[src/rtl/updi_rx_engine.sv]
// -----------------------------------------------------------------------------
// updi_rx_engine
//
// Consumes bytes from a UPDI RX FIFO on behalf of a command sequencer. A
// command (latched on start) either forwards n bytes to an output FIFO (PASS),
// drops n bytes (DISCARD, also used for the echo of transmitted bytes), or
// consumes a single byte and checks it against the ACK character (WAIT_ACK).
// Each byte takes two cycles: a pop cycle (WAIT) and a cycle where the popped
// byte is visible on in_fifo_data (LATCH). A per-byte timeout guards against
// a silent target.
//
// Ports
//   clk, rst           clock; synchronous active-low reset
//   mode               0 PASS, 1 DISCARD, 2 WAIT_ACK, 3 treated as DISCARD
//   n_bytes            byte count (ignored in WAIT_ACK, which uses 1)
//   timeout_clks       per-byte timeout in cycles, 0 disables it
//   start, abort       command strobe / cancel of the active command
//   ready              engine idle, start will be accepted
//   done, timeout      one-cycle completion / timeout pulses
//   ack_received       one-cycle pulse when the WAIT_ACK byte is consumed
//   ack_error          with ack_received, when that byte was not ACK_BYTE
//   bytes_done         bytes consumed by the current or last command
//   in_fifo_*          RX FIFO (data valid the cycle after rd_en)
//   out_fifo_*         output FIFO
// -----------------------------------------------------------------------------
module updi_rx_engine #(
  parameter int          BITS_N    = 6,
  parameter int          TIMEOUT_W = 16,
  parameter logic [7:0]  ACK_BYTE  = 8'h40
) (
  input  logic                 clk,
  input  logic                 rst,
  input  logic [1:0]           mode,
  input  logic [BITS_N-1:0]    n_bytes,
  input  logic [TIMEOUT_W-1:0] timeout_clks,
  input  logic                 start,
  input  logic                 abort,
  output logic                 ready,
  output logic                 done,
  output logic                 timeout,
  output logic                 ack_received,
  output logic                 ack_error,
  output logic [BITS_N-1:0]    bytes_done,
  input  logic [7:0]           in_fifo_data,
  input  logic                 in_fifo_empty,
  output logic                 in_fifo_rd_en,
  output logic [7:0]           out_fifo_data,
  input  logic                 out_fifo_full,
  output logic                 out_fifo_wr_en
);

  typedef enum logic [1:0] {
    ST_IDLE  = 2'd0,
    ST_WAIT  = 2'd1,
    ST_LATCH = 2'd2
  } state_t;

  localparam logic [1:0] MODE_PASS     = 2'd0;
  localparam logic [1:0] MODE_DISCARD  = 2'd1;
  localparam logic [1:0] MODE_WAIT_ACK = 2'd2;

  state_t                 state_q, state_d;
  logic [1:0]             mode_q, mode_d;
  logic [BITS_N-1:0]      count_q, count_d;
  logic [TIMEOUT_W-1:0]   tmo_lim_q, tmo_lim_d;
  logic [TIMEOUT_W-1:0]   timer_q, timer_d;
  logic [BITS_N-1:0]      bytes_done_q, bytes_done_d;
  logic                   done_q, done_d;
  logic                   timeout_q, timeout_d;
  logic                   ack_received_q, ack_received_d;
  logic                   ack_error_q, ack_error_d;

  logic                   pass_stall;
  logic                   pop_ok;
  logic [TIMEOUT_W:0]     timer_plus2;
  logic                   timer_hit;
  logic [BITS_N-1:0]      bytes_inc;

  // PASS must not pop a byte it has nowhere to put.
  assign pass_stall = (mode_q == MODE_PASS) && out_fifo_full;
  assign pop_ok     = (state_q == ST_WAIT) && !in_fifo_empty && !pass_stall;

  // The timer is cleared on entry to WAIT; the +2 accounts for the entry
  // edge itself and for the edge that registers the pulse, so that timeout
  // is seen exactly timeout_clks cycles after the start cycle.
  assign timer_plus2 = {1'b0, timer_q} + (TIMEOUT_W+1)'(2);
  assign timer_hit   = (tmo_lim_q != '0) && (timer_plus2 >= {1'b0, tmo_lim_q});

  assign bytes_inc = bytes_done_q + BITS_N'(1);

  // Decoded outputs. Gating with rst keeps a FIFO from being touched while
  // the engine is being reset mid-command.
  assign ready          = (state_q == ST_IDLE);
  assign in_fifo_rd_en  = pop_ok && rst;
  assign out_fifo_wr_en = (state_q == ST_LATCH) && (mode_q == MODE_PASS) && !abort && rst;
  assign out_fifo_data  = in_fifo_data;

  assign done         = done_q;
  assign timeout      = timeout_q;
  assign ack_received = ack_received_q;
  assign ack_error    = ack_error_q;
  assign bytes_done   = bytes_done_q;

  always_comb begin
    state_d        = state_q;
    mode_d         = mode_q;
    count_d        = count_q;
    tmo_lim_d      = tmo_lim_q;
    timer_d        = timer_q;
    bytes_done_d   = bytes_done_q;
    done_d         = 1'b0;
    timeout_d      = 1'b0;
    ack_received_d = 1'b0;
    ack_error_d    = 1'b0;

    case (state_q)
      ST_IDLE: begin
        if (start && !abort) begin
          mode_d       = (mode == 2'd3) ? MODE_DISCARD : mode;
          tmo_lim_d    = timeout_clks;
          timer_d      = '0;
          bytes_done_d = '0;
          count_d      = (mode == MODE_WAIT_ACK) ? BITS_N'(1) : n_bytes;
          if ((mode != MODE_WAIT_ACK) && (n_bytes == '0)) begin
            done_d = 1'b1;
          end else begin
            state_d = ST_WAIT;
          end
        end
      end

      ST_WAIT: begin
        if (abort) begin
          state_d = ST_IDLE;
        end else if (pop_ok) begin
          state_d = ST_LATCH;
        end else if (in_fifo_empty) begin
          // Only a starved wait counts; a back-pressure stall holds the timer.
          if (timer_hit) begin
            timeout_d = 1'b1;
            state_d   = ST_IDLE;
          end else begin
            timer_d = timer_q + TIMEOUT_W'(1);
          end
        end
      end

      ST_LATCH: begin
        if (abort) begin
          // The byte on in_fifo_data is dropped and not counted.
          state_d = ST_IDLE;
        end else begin
          bytes_done_d = bytes_inc;
          if (bytes_inc == count_q) begin
            state_d = ST_IDLE;
            done_d  = 1'b1;
            if (mode_q == MODE_WAIT_ACK) begin
              ack_received_d = 1'b1;
              ack_error_d    = (in_fifo_data != ACK_BYTE);
            end
          end else begin
            state_d = ST_WAIT;
            timer_d = '0;
          end
        end
      end

      default: begin
        state_d = ST_IDLE;
      end
    endcase
  end

  always_ff @(posedge clk) begin
    if (!rst) begin
      state_q        <= ST_IDLE;
      mode_q         <= MODE_PASS;
      count_q        <= '0;
      tmo_lim_q      <= '0;
      timer_q        <= '0;
      bytes_done_q   <= '0;
      done_q         <= 1'b0;
      timeout_q      <= 1'b0;
      ack_received_q <= 1'b0;
      ack_error_q    <= 1'b0;
    end else begin
      state_q        <= state_d;
      mode_q         <= mode_d;
      count_q        <= count_d;
      tmo_lim_q      <= tmo_lim_d;
      timer_q        <= timer_d;
      bytes_done_q   <= bytes_done_d;
      done_q         <= done_d;
      timeout_q      <= timeout_d;
      ack_received_q <= ack_received_d;
      ack_error_q    <= ack_error_d;
    end
  end

endmodule

[config.mk]
export PLATFORM = sky130hd
export DESIGN_NAME = updi_rx_engine
export DESIGN_NICKNAME = d
export VERILOG_FILES = /design/src/rtl/updi_rx_engine.sv
export SDC_FILE = /design/constraint.sdc
export NUM_CORES = 1
export LEC_CHECK = 0
export BUFFER_PORTS_ARGS = -buffer_cell sky130_fd_sc_hd__buf_2
export CORE_ASPECT_RATIO = 1.75
export CORE_MARGIN = 4
export CORE_UTILIZATION = 60
export CTS_CLUSTER_DIAMETER = 100
export CTS_CLUSTER_SIZE = 16
export DETAILED_ROUTE_END_ITERATION = 10
export GPL_TIMING_DRIVEN = 0
export MAX_ROUTING_LAYER = met4
export PLACE_DENSITY = 0.86
export SLEW_MARGIN = 0
export SYNTH_ARGS = -nofsm -noshare
export SYNTH_HDL_FRONTEND = slang
export SYNTH_SLANG_ARGS = --single-unit
[constraint.sdc]
create_clock -name clk -period 7.85 [get_ports clk]
set_input_delay 0.3925 -clock clk [delete_from_list [all_inputs] [get_ports clk]]
set_output_delay 0.3925 -clock clk [all_outputs]
set_load 0.01 [all_outputs]
==> qor.txt <==
crit-path cells = ha_1 > and3_1 > and4_1 > and3_1 > and3_1 > xor2_1 > ha_1 > nand3_1 > nor4_1 > a22oi_1 > a21oi_1 > a2111oi_0 > o21a_1
R2R depth = 13
cell area after placement = 0.00343 mm2
Yosys top cell area share = 0.338
utilization after layout = 0.712
final setup fails = 0
CTS tree = built
Worst-Margin Slew = 866 ps
R2R Path Start = timer_q[2]$_SDFFE_PN0P_
width of the die = 62.1 um
Pins Over Slew Limit = 0
clk_lat worst skew = 310 ps
Critical Path Start Type = register
Synth area leaders = dfxtp_1, ha_1, nand2_1, a21oi_1, a31oi_1
cell taking the most area after synthesis = dfxtp_1
area grow syn2layout = 15.2%
critical path's most frequent cell = and3_1
Clock Tree Buf Depth = 2
critical path class = register to register
Setup Fix Bufs, Post-CTS = 0
Antenna Cells = 0
first-pass GRT wire length = 13,700 um
num rows = 34
Layout Cells excl Fill = 510
FF+latch count, synth = 52
CP Capture Type = register
status = finished clean
syn avg cell area = 7.87 um2
area of the core = 0.00498 mm2
all-layer global routing usage = 0.271
Crit-path slowest cell = a21oi_1
CTS root buf = clkbuf_8
max-cap check violation count = 0
io pins = 59
Worst R2R Setup Slack = 3990 ps
total global routing overflow = 0
leak pwr = 1.47 nW
skew final = 6.07 ps
DR vias/cell = 6.17
required time worst endpoint = 8060 ps
Worst-path clk slew = 90 ps
CTS H-tree depth = 2
vias in the first global route = 3,184
Post-Route WL = 8320 um
DP HPWL = 6480 um
DIE AREA = 0.00638 mm2
Synth warnings = 0
worst path bufs/invs = 0
Initial Util = 0.618
fmax = 259 MHz
WL/cell = 16.3 um
worst path arrival time = 4080 ps
pwr/cell area = 152 mW/mm2
RSZ-0062 raised after global routing = false
Worst path top cell family by delay = simple AND/OR/NAND/NOR gates
ANT nets after route = 0
hold wc startpoint = timeout_clks[8]
hold crit path type = primary input to register
Reg-to-Reg End = state_q[0]$_SDFFE_PN0P_
Synth Instances = 391
number of synthesized flops with an enable pin = 0
crit-path max cell delay = 540 ps
hold path cells = 3
Final period util = 0.492
Seq/Total Area, Yosys = 0.338
dpl cells = 502
commonest non-fill, non-tap cell in the layout = buf_2
Initial DRC Count = 124
gpl congestion = 0.913
post-synthesis cell type count = 52
total number of vias = 3,147
Initial DRT Pass Iterations = 5
VDD IR max = 0.208 mV
Resized cells post-CTS = 0
initial antenna violation count = 0
Period minus WS final = 3860 ps
worst-path maximum fanout = 7
largest net degree at the start of global routing = 16
nets = 512
Final Hold Viols = 0
port bufs = 57
Sink Count = 52
layout cells sized above 1 = 0.178
total CTS buffers = 5
Die Height = 103 um
Post-CTS Hold Fix Bufs = 0
Syn Nets = 448
Max-slew headroom = 0.421
most frequent cells in the layout = buf_2, nand2_1, dfxtp_1, a21oi_1, nor2_1
# DRC = 0
Final Total Pwr = 0.000539 W
Post-synth top flop = dfxtp_1
Worst Hold End = tmo_lim_q[8]$_SDFFE_PN0P_
Mapped Area = 0.00308 mm2
post-route cell area = 0.00354 mm2
setup TNS = 0 ps
Async S/R FF share, synth = 0
-- per-stage QoR --
stage,hold WS (ps),worst slack (ps)
global placement,455,4220
CTS,312,4070
finish,312,3990
global route,318,3740
detailed placement,462,4160
floorplan,443,4750
-- layer usage --
layer  wire, um  global-route usage  vias up  share of wire
met5          0                   -        -              0
met1       2970               0.242     1479           0.36
met4        500               0.175        0          0.060
met3        317              0.0382       40          0.038
met2       4540               0.521      104           0.55
li1           -                   -     1524              -
-- flip-flops by register name, indices dropped and copies added (netlist names) --
signal	cells
bytes_done	6
done	1
count_q	6
mode_q	2
ack_received	1
timer_q	16
tmo_lim_q	16
state_q	2
timeout	1
ack_error	1
-- logic make-up (layout without fill, tap and decap cells) --
| kind of cell | count (synthesis) | count (layout) | synth area share |
|---|---|---|---|
| DFF | 52 | 52 | 0.338 |
| xor gates and xnor gates | 21 | 21 | 0.0598 |
| AOI/OAI and AO/OA | 96 | 96 | 0.196 |
| and+or+nand+nor | 156 | 156 | 0.256 |
| adders and majority gates | 19 | 19 | 0.0773 |
| muxes | 1 | 1 | 0.00325 |
| buffers and inverters | 46 | 111 | 0.0691 |
-- synth_stat cells (5+ instances only) --
library cell and n:
and2_1 7, nand3_1 16, a31oi_1 16, xor2_1 11, inv_1 19, nor2_1 26
xnor2_1 10, dfxtp_1 52, clkbuf_1 15, a21o_1 8, nor3_1 5, o21ai_0 9
a21oi_1 36, nor4_1 8, nand2_1 57, nand4_1 5, buf_4 8, and3_1 5
o211ai_1 6, ha_1 19
-- worst max path at each step --
stage | startpoint | end | cells past startpoint
3_5_place_dp | timer_q[2]$_SDFFE_PN0P_ | timer_q[7]$_SDFFE_PN0P_ | 13
4_1_cts | timer_q[2]$_SDFFE_PN0P_ | timer_q[7]$_SDFFE_PN0P_ | 13
3_3_place_gp | timer_q[2]$_SDFFE_PN0P_ | state_q[0]$_SDFFE_PN0P_ | 13
6_report | timer_q[2]$_SDFFE_PN0P_ | state_q[0]$_SDFFE_PN0P_ | 13
2_1_floorplan | timer_q[2]$_SDFFE_PN0P_ | timer_q[15]$_SDFFE_PN0P_ | 14
5_1_grt | timer_q[2]$_SDFFE_PN0P_ | state_q[0]$_SDFFE_PN0P_ | 13
-- report_power, final --
part	switching [W]	total, W	internal [W]	leakage, nW
sequential	0.00000564	0.000276	0.000270	0.421
combinational	0.0000477	0.0000794	0.0000317	0.996
clock	0.0000891	0.000184	0.0000948	0.0552
-- tightest hold or removal path, delay by kind of cell --
family	cells	cell delay [ps]
buffers and inverters	1	90
AO/OA/AOI/OAI	1	50
AND/OR/NAND/NOR	1	40
-- final cells by class --
type / count / area, um2
plain buffers: 26 / 138
clock buffers: 6 / 72.6
clock inverters: 2 / 35.0
fillers: 429 / 1430
inverters: 20 / 75.1
multi-input cells: 293 / 1830
flip-flops and latches: 52 / 1040
well taps: 54 / 67.6
repair buffers: 57 / 285
Note: power is estimated with default switching activity, not from simulation.
